$ cat config.mk
export PLATFORM = sky130hd
export DESIGN_NAME = selector
export DESIGN_NICKNAME = d
export VERILOG_FILES = /design/src/rtl/selector.sv
export SDC_FILE = /design/constraint.sdc
export NUM_CORES = 1
export LEC_CHECK = 0
export ABC_AREA = 1
export CORE_MARGIN = 5
export CORE_UTILIZATION = 55
export CTS_CLUSTER_DIAMETER = 30
export CTS_CLUSTER_SIZE = 20
export DETAILED_ROUTE_END_ITERATION = 8
export GPL_TIMING_DRIVEN = 0
export PLACE_DENSITY = 0.81
export RECOVER_POWER = 100
export SLEW_MARGIN = 20
export SYNTH_ARGS = -nofsm -noshare
export SYNTH_HDL_FRONTEND = slang
export SYNTH_SLANG_ARGS = --single-unit
export TNS_END_PERCENT = 50
$ cat constraint.sdc
create_clock -name clk -period 0.8 [get_ports clk]
set_input_delay 0.24 -clock clk [delete_from_list [all_inputs] [get_ports clk]]
set_output_delay 0.24 -clock clk [all_outputs]
set_load 0.1 [all_outputs]
$ cat src/rtl/selector.sv
// Registered LED display selector: ALU result, operand pair, compare flags
// or running accumulator. Accumulator built only when SELECTOR_ACC_EN is defined.
module selector (
  input  logic       clk,
  input  logic       rst,
  input  logic [3:0] select,
  input  logic [3:0] A,
  input  logic [3:0] B,
  input  logic [2:0] opCodeA,
  output logic [7:0] s0
);

  logic [7:0] a8;
  logic [7:0] b8;
  logic [7:0] alu;
  logic [7:0] cmp;
  logic [7:0] s0_d;
  logic [7:0] s0_q;

  assign a8 = {4'h0, A};
  assign b8 = {4'h0, B};

  // Combinational 8-op ALU, all results wrap mod 256
  always_comb begin
    alu = 8'h00;
    unique case (opCodeA)
      3'b000:  alu = a8 + b8;
      3'b001:  alu = a8 - b8;
      3'b010:  alu = a8 & b8;
      3'b011:  alu = a8 | b8;
      3'b100:  alu = a8 ^ b8;
      3'b101:  alu = {4'h0, ~A};
      3'b110:  alu = a8 << B[2:0];
      3'b111:  alu = a8 * b8;
      default: alu = 8'h00;
    endcase
  end

  // Magnitude compare flags, exactly one low bit set
  always_comb begin
    cmp = {5'b0, (A > B), (A == B), (A < B)};
  end

`ifdef SELECTOR_ACC_EN
  logic [7:0] acc_d;
  logic [7:0] acc_q;

  // Output mux; accumulator advances only on the accumulate select
  always_comb begin
    s0_d  = 8'h00;
    acc_d = acc_q;
    case (select)
      4'b0001: s0_d = alu;
      4'b0010: s0_d = {A, B};
      4'b0100: s0_d = cmp;
      4'b1000: begin
        acc_d = acc_q + alu;
        s0_d  = acc_q + alu;
      end
      default: s0_d = 8'h00;
    endcase
  end

  // Accumulator register
  always_ff @(posedge clk or posedge rst) begin
    if (rst) acc_q <= 8'h00;
    else     acc_q <= acc_d;
  end
`else
  // Output mux; the accumulate select is invalid in this build
  always_comb begin
    s0_d = 8'h00;
    case (select)
      4'b0001: s0_d = alu;
      4'b0010: s0_d = {A, B};
      4'b0100: s0_d = cmp;
      default: s0_d = 8'h00;
    endcase
  end
`endif

  // Display output register
  always_ff @(posedge clk or posedge rst) begin
    if (rst) s0_q <= 8'h00;
    else     s0_q <= s0_d;
  end

  assign s0 = s0_q;

endmodule

* Word level (Yosys, flattened, before mapping)
Index checks and enable logic that the tools add are counted.
** Word-level totals
- Register bits :: 8
- Bits of input ports :: 17
- Output and inout port bits :: 8
- Word-level logic and storage cells :: 25
** Operators by class
- Add/sub/neg operators :: 2
- $mul :: 1
- Order comparisons :: 2
- Equality and inequality tests :: 11
- Shift operators :: 1
- Mux-type cells :: 2
- Bitwise gates (word level) :: 4
- Reductions and logical operators :: 1
** Operators by type and width (count)
- $pmux 8 s8 :: 1
- $pmux 8 s3 :: 1
- $eq 3x3->1 const B :: 4
- $mul 4x4->8 :: 1
- $shl 4x3->8 :: 1
- $eq 3x2->1 const B :: 2
- $add 4x4->5 :: 1
- $sub 4x4->5 :: 1
- $and 4x4->4 :: 1
- $eq 4x1->1 const B :: 1
- $eq 4x2->1 const B :: 1
- $eq 4x3->1 const B :: 1
- $eq 4x4->1 :: 1
- $gt 4x4->1 :: 1
- $lt 4x4->1 :: 1
- $not 4->4 :: 1
- $or 4x4->4 :: 1
- $xor 4x4->4 :: 1
- $eq 3x1->1 const B :: 1
- $logic_not 3->1 :: 1

* Longest topological paths before layout
- Depth after elaboration :: 3
- Depth in mapped cells :: 15
- Depth with buffers taken out :: 15

* Least setup slack after synthesis
OpenSTA, ideal clock, no wires.
- Path kind :: in2reg
- Start point :: in B[1]
- End point :: reg s0_q[4] (netlist: s0[4])
- Setup time :: 0.116 ns
- Data arrival time :: 2.395 ns
- Data required time :: 0.684 ns
- Path slack :: -1.712 ns
- Stages on the path :: 11
- Buffers on the path :: 1
- Cells stage by stage :: buf_4 -> nand2_1 -> fa_1 -> inv_1 -> fa_1 -> fa_1 -> xor2_1 -> a21oi_1 -> nand4_1 -> nand2_1 -> nand2_1
** On the way
- Longest elaborated chain between the ends :: 3
- Elaborated cells on any way between the ends :: 6
- Classes of those cells :: add/sub: 2; mul: 1; shift: 1; mux: 2
** Ends and longest elaborated chain
- start, declared :: line 8 : input logic [3:0] B,
- $mul 4x4->8, or another cell as far along :: line 34 : 3'b111: alu = a8 * b8;
- $pmux 8 s8 (*) :: line 26 : unique case (opCodeA)
- $pmux 8 s3 (*) :: line 73 : case (select)
- named net s0_d[4] :: line 17 : logic [7:0] s0_d;
- end signal, assigned :: line 84 : if (rst) s0_q <= 8'h00;
- end signal, assigned :: line 85 : else s0_q <= s0_d;
- end, declared :: line 18 : logic [7:0] s0_q;
The timed path passes the listed nets; every way through them passes the cells marked *.

* Final worst setup path
- Start point :: in A[2]
- End point :: reg s0_q[5] (netlist: s0[5])
** On the way
- Longest elaborated chain between the ends :: 3
- Elaborated cells on any way between the ends :: 5
- Classes of those cells :: add/sub: 1; mul: 1; shift: 1; mux: 2
** Ends and longest elaborated chain
- start, declared :: line 7 : input logic [3:0] A,
- $mul 4x4->8, or another cell as far along :: line 34
- $pmux 8 s8 (*) :: line 26
- $pmux 8 s3 (*) :: line 73
- named net s0_d[5] :: line 17
Marked as above.

==> impl_metrics.tcl <==
set metrics [dict create \
    crit_path_frequent_cell "nand2_1" \
    cap_violations 0 \
    violations "negative setup slack" \
    clkTransAtPathRegs_ps 60 \
    numClockSinks 8 \
    crit_path_start_kind "input pin" \
    final_cell_mix "72 x nand2_1, 34 x inv_1, 24 x nand3_1, 24 x nor2_1, 14 x buf_4" \
    cts_tree "yes" \
    p_leak_nw 1.37 \
    drc_errors 0 \
    syn_area_mm2 0.00167 \
    path_depth 14 \
    via_per_inst 6.16 \
    synthDominantCellAreaShare 0.187 \
    hpwl_um 3860 \
    setup_ws_ps -1650 \
    cp.required_ps 940 \
    synth-seq-cells 8 \
    final_nets 368 \
    synth_nets 319 \
    cp.arrival_ps 2590 \
    min_delay_path_depth 3 \
    rows 20 \
    final.min_clock_period_ps 2450 \
    whs_ps 231 \
    vias 2161 \
    layout-drive-gt1-share 0.321 \
    grt_pass1_wl_um 8620 \
    largest_register_ffs 8 \
    clockRootBuffer "clkbuf_4" \
    drtIter0Drc 219 \
    drtAntennaViolNets 0 \
    diodes 0 \
    final_common_cell "nand2_1" \
    drv_slew 0 \
    synth_largest_area_cell "ha_1" \
    yosys_warnings 0 \
    die_y_um 65.2 \
    start_util 0.562 \
    overflow 0 \
    max_stage_delay_ps 550 \
    synth.distinct_cells 28 \
    setup_viol 16 \
    track_usage 0.262 \
    maxSlewHeadroom 0.798 \
    clockBufferDepth 2 \
    cp_max_fo 8 \
    max_freq_mhz 408 \
    syn_inst 271 \
    crit_family "adder cells" \
    core_area_mm2 0.00298 \
    endpoint_kind "flop" \
    cts.htree.levels 1 \
    ir_worst_vdd_uv 402 \
    path_cells "buf_6 > ha_1 > inv_2 > fa_1 > inv_2 > ha_4 > ha_4 > or2_2 > nand2_1 > nand2_1 > nand3_1 > nand3_2 > nand2_1 > nand2_1" \
    run_status "finished with violations" \
    area_delta_synth_final_pct 52.7 \
    critical_path_buf_inv_count 3 \
    gp_congestion 0.938 \
    grt_setup_unrepaired "yes" \
    tightest_slew_ps 300 \
    hold_viol 0 \
    yosysSeqAreaShare 0.120 \
    total_power_w 0.00234 \
    dieWidth_um 65.2 \
    slowest_stage "fa_1" \
    routed_wl_um 6680 \
    io_pins 25 \
    period_share 3.07 \
    antenna_found_initial 0 \
    grt_max_degree 11 \
    power_density_mw_per_mm2 916 \
    min_path_type "input pin to flop" \
    criticalPathCategory "input pin to flop" \
    portBuffers 23 \
    wl_per_cell_um 19.0 \
    first_pass_iters 5 \
    syn_avg_cell_area_um2 6.17 \
    grt_pass1_vias 1868 \
    numCtsBuffers 3 \
    dieArea_mm2 0.00424 \
    ys_top_cells_by_area "ha_1 19%, nand2_1 18%, dfrtp_1 12%" \
]
-- final timing paths --
kind	startpoint	endpoint
max in group asynchronous	rst	s0[7]
min in group asynchronous	rst	s0[1]
setup / recovery	A[2]	s0[5]
hold / removal	B[3]	s0[3]
-- cells in the mapped netlist --
library cell and count:
xnor2_1 1, fa_1 6, dfrtp_1 8, nand4_1 7, inv_1 44, nor2_2 2
nor3b_1 1, nor4_1 1, inv_2 4, ha_1 25, nor2_4 2, or2_1 1
or2_2 1, xor2_1 2, o21ai_1 1, nor2_1 24, o21ai_0 6, nor3_1 2
o211ai_1 2, a21oi_1 12, buf_4 3, nand2_2 2, o21a_1 1, nand2_1 81
a22oi_1 1, a41oi_1 1, nand3_1 29, nand3_2 1
-- repair_timing --
| action | in CTS | in global routing |
|---|---|---|
| pin swaps | 17 | 21 |
| hold buffers | 0 | 0 |
| endpoints found under the setup margin | 16 | 16 |
| resized for setup | 137 | 50 |
| buffers inserted | 9 | 12 |
-- power by group --
| part | switching [W] | internal (W) | total (W) |
|---|---|---|---|
| sequential | 0.0000113 | 0.000419 | 0.000430 |
| clock | 0.000156 | 0.000173 | 0.000329 |
| combinational | 0.000915 | 0.000667 | 0.00158 |
-- routing by layer --
| layer | vias to the layer above | share of wire | track usage |
|---|---|---|---|
| met4 | 0 | 0.067 | 0.0855 |
| met5 | - | 0 | 0 |
| li1 | 962 | - | - |
| met1 | 967 | 0.35 | 0.324 |
| met3 | 55 | 0.099 | 0.0393 |
| met2 | 177 | 0.48 | 0.465 |
-- worst min-delay path: cells and delay by family --
kind,cells,cell delay [ps]
AND/OR/NAND/NOR,2,110
buffers and inverters,1,110
-- per-stage QoR --
stage	util	setup TNS [ps]	instances	setup WS (ps)	instance area, um2
global route	0.858	-13600	351	-1710	2550
finish	0.858	-12870	351	-1650	2550
global placement	0.689	-24270	327	-2670	2050
CTS	0.768	-11570	339	-1570	2290
floorplan	-	-11920	271	-1620	1780
detailed placement	0.689	-24410	327	-2680	2050
-- cell families (layout without fill, tap and decap cells) --
| group | count (synthesis) | after routing | share of synthesized area |
|---|---|---|---|
| buf+inv | 51 | 98 | 0.121 |
| flops | 8 | 8 | 0.120 |
| fa+ha+maj | 31 | 31 | 0.259 |
| xor+xnor | 3 | 3 | 0.0157 |
| compound gates | 24 | 24 | 0.0800 |
| simple gates | 154 | 154 | 0.405 |
-- area by class of cell --
class,count,area [um2]
fill,166,423
multi-input combinational,212,1550
sequential,8,200
clock buffer,3,22.5
timing repair buffer,44,510
tap,33,41.3
inverter,48,196
buffer,3,33.8
Power figures use the tool's default switching activity.
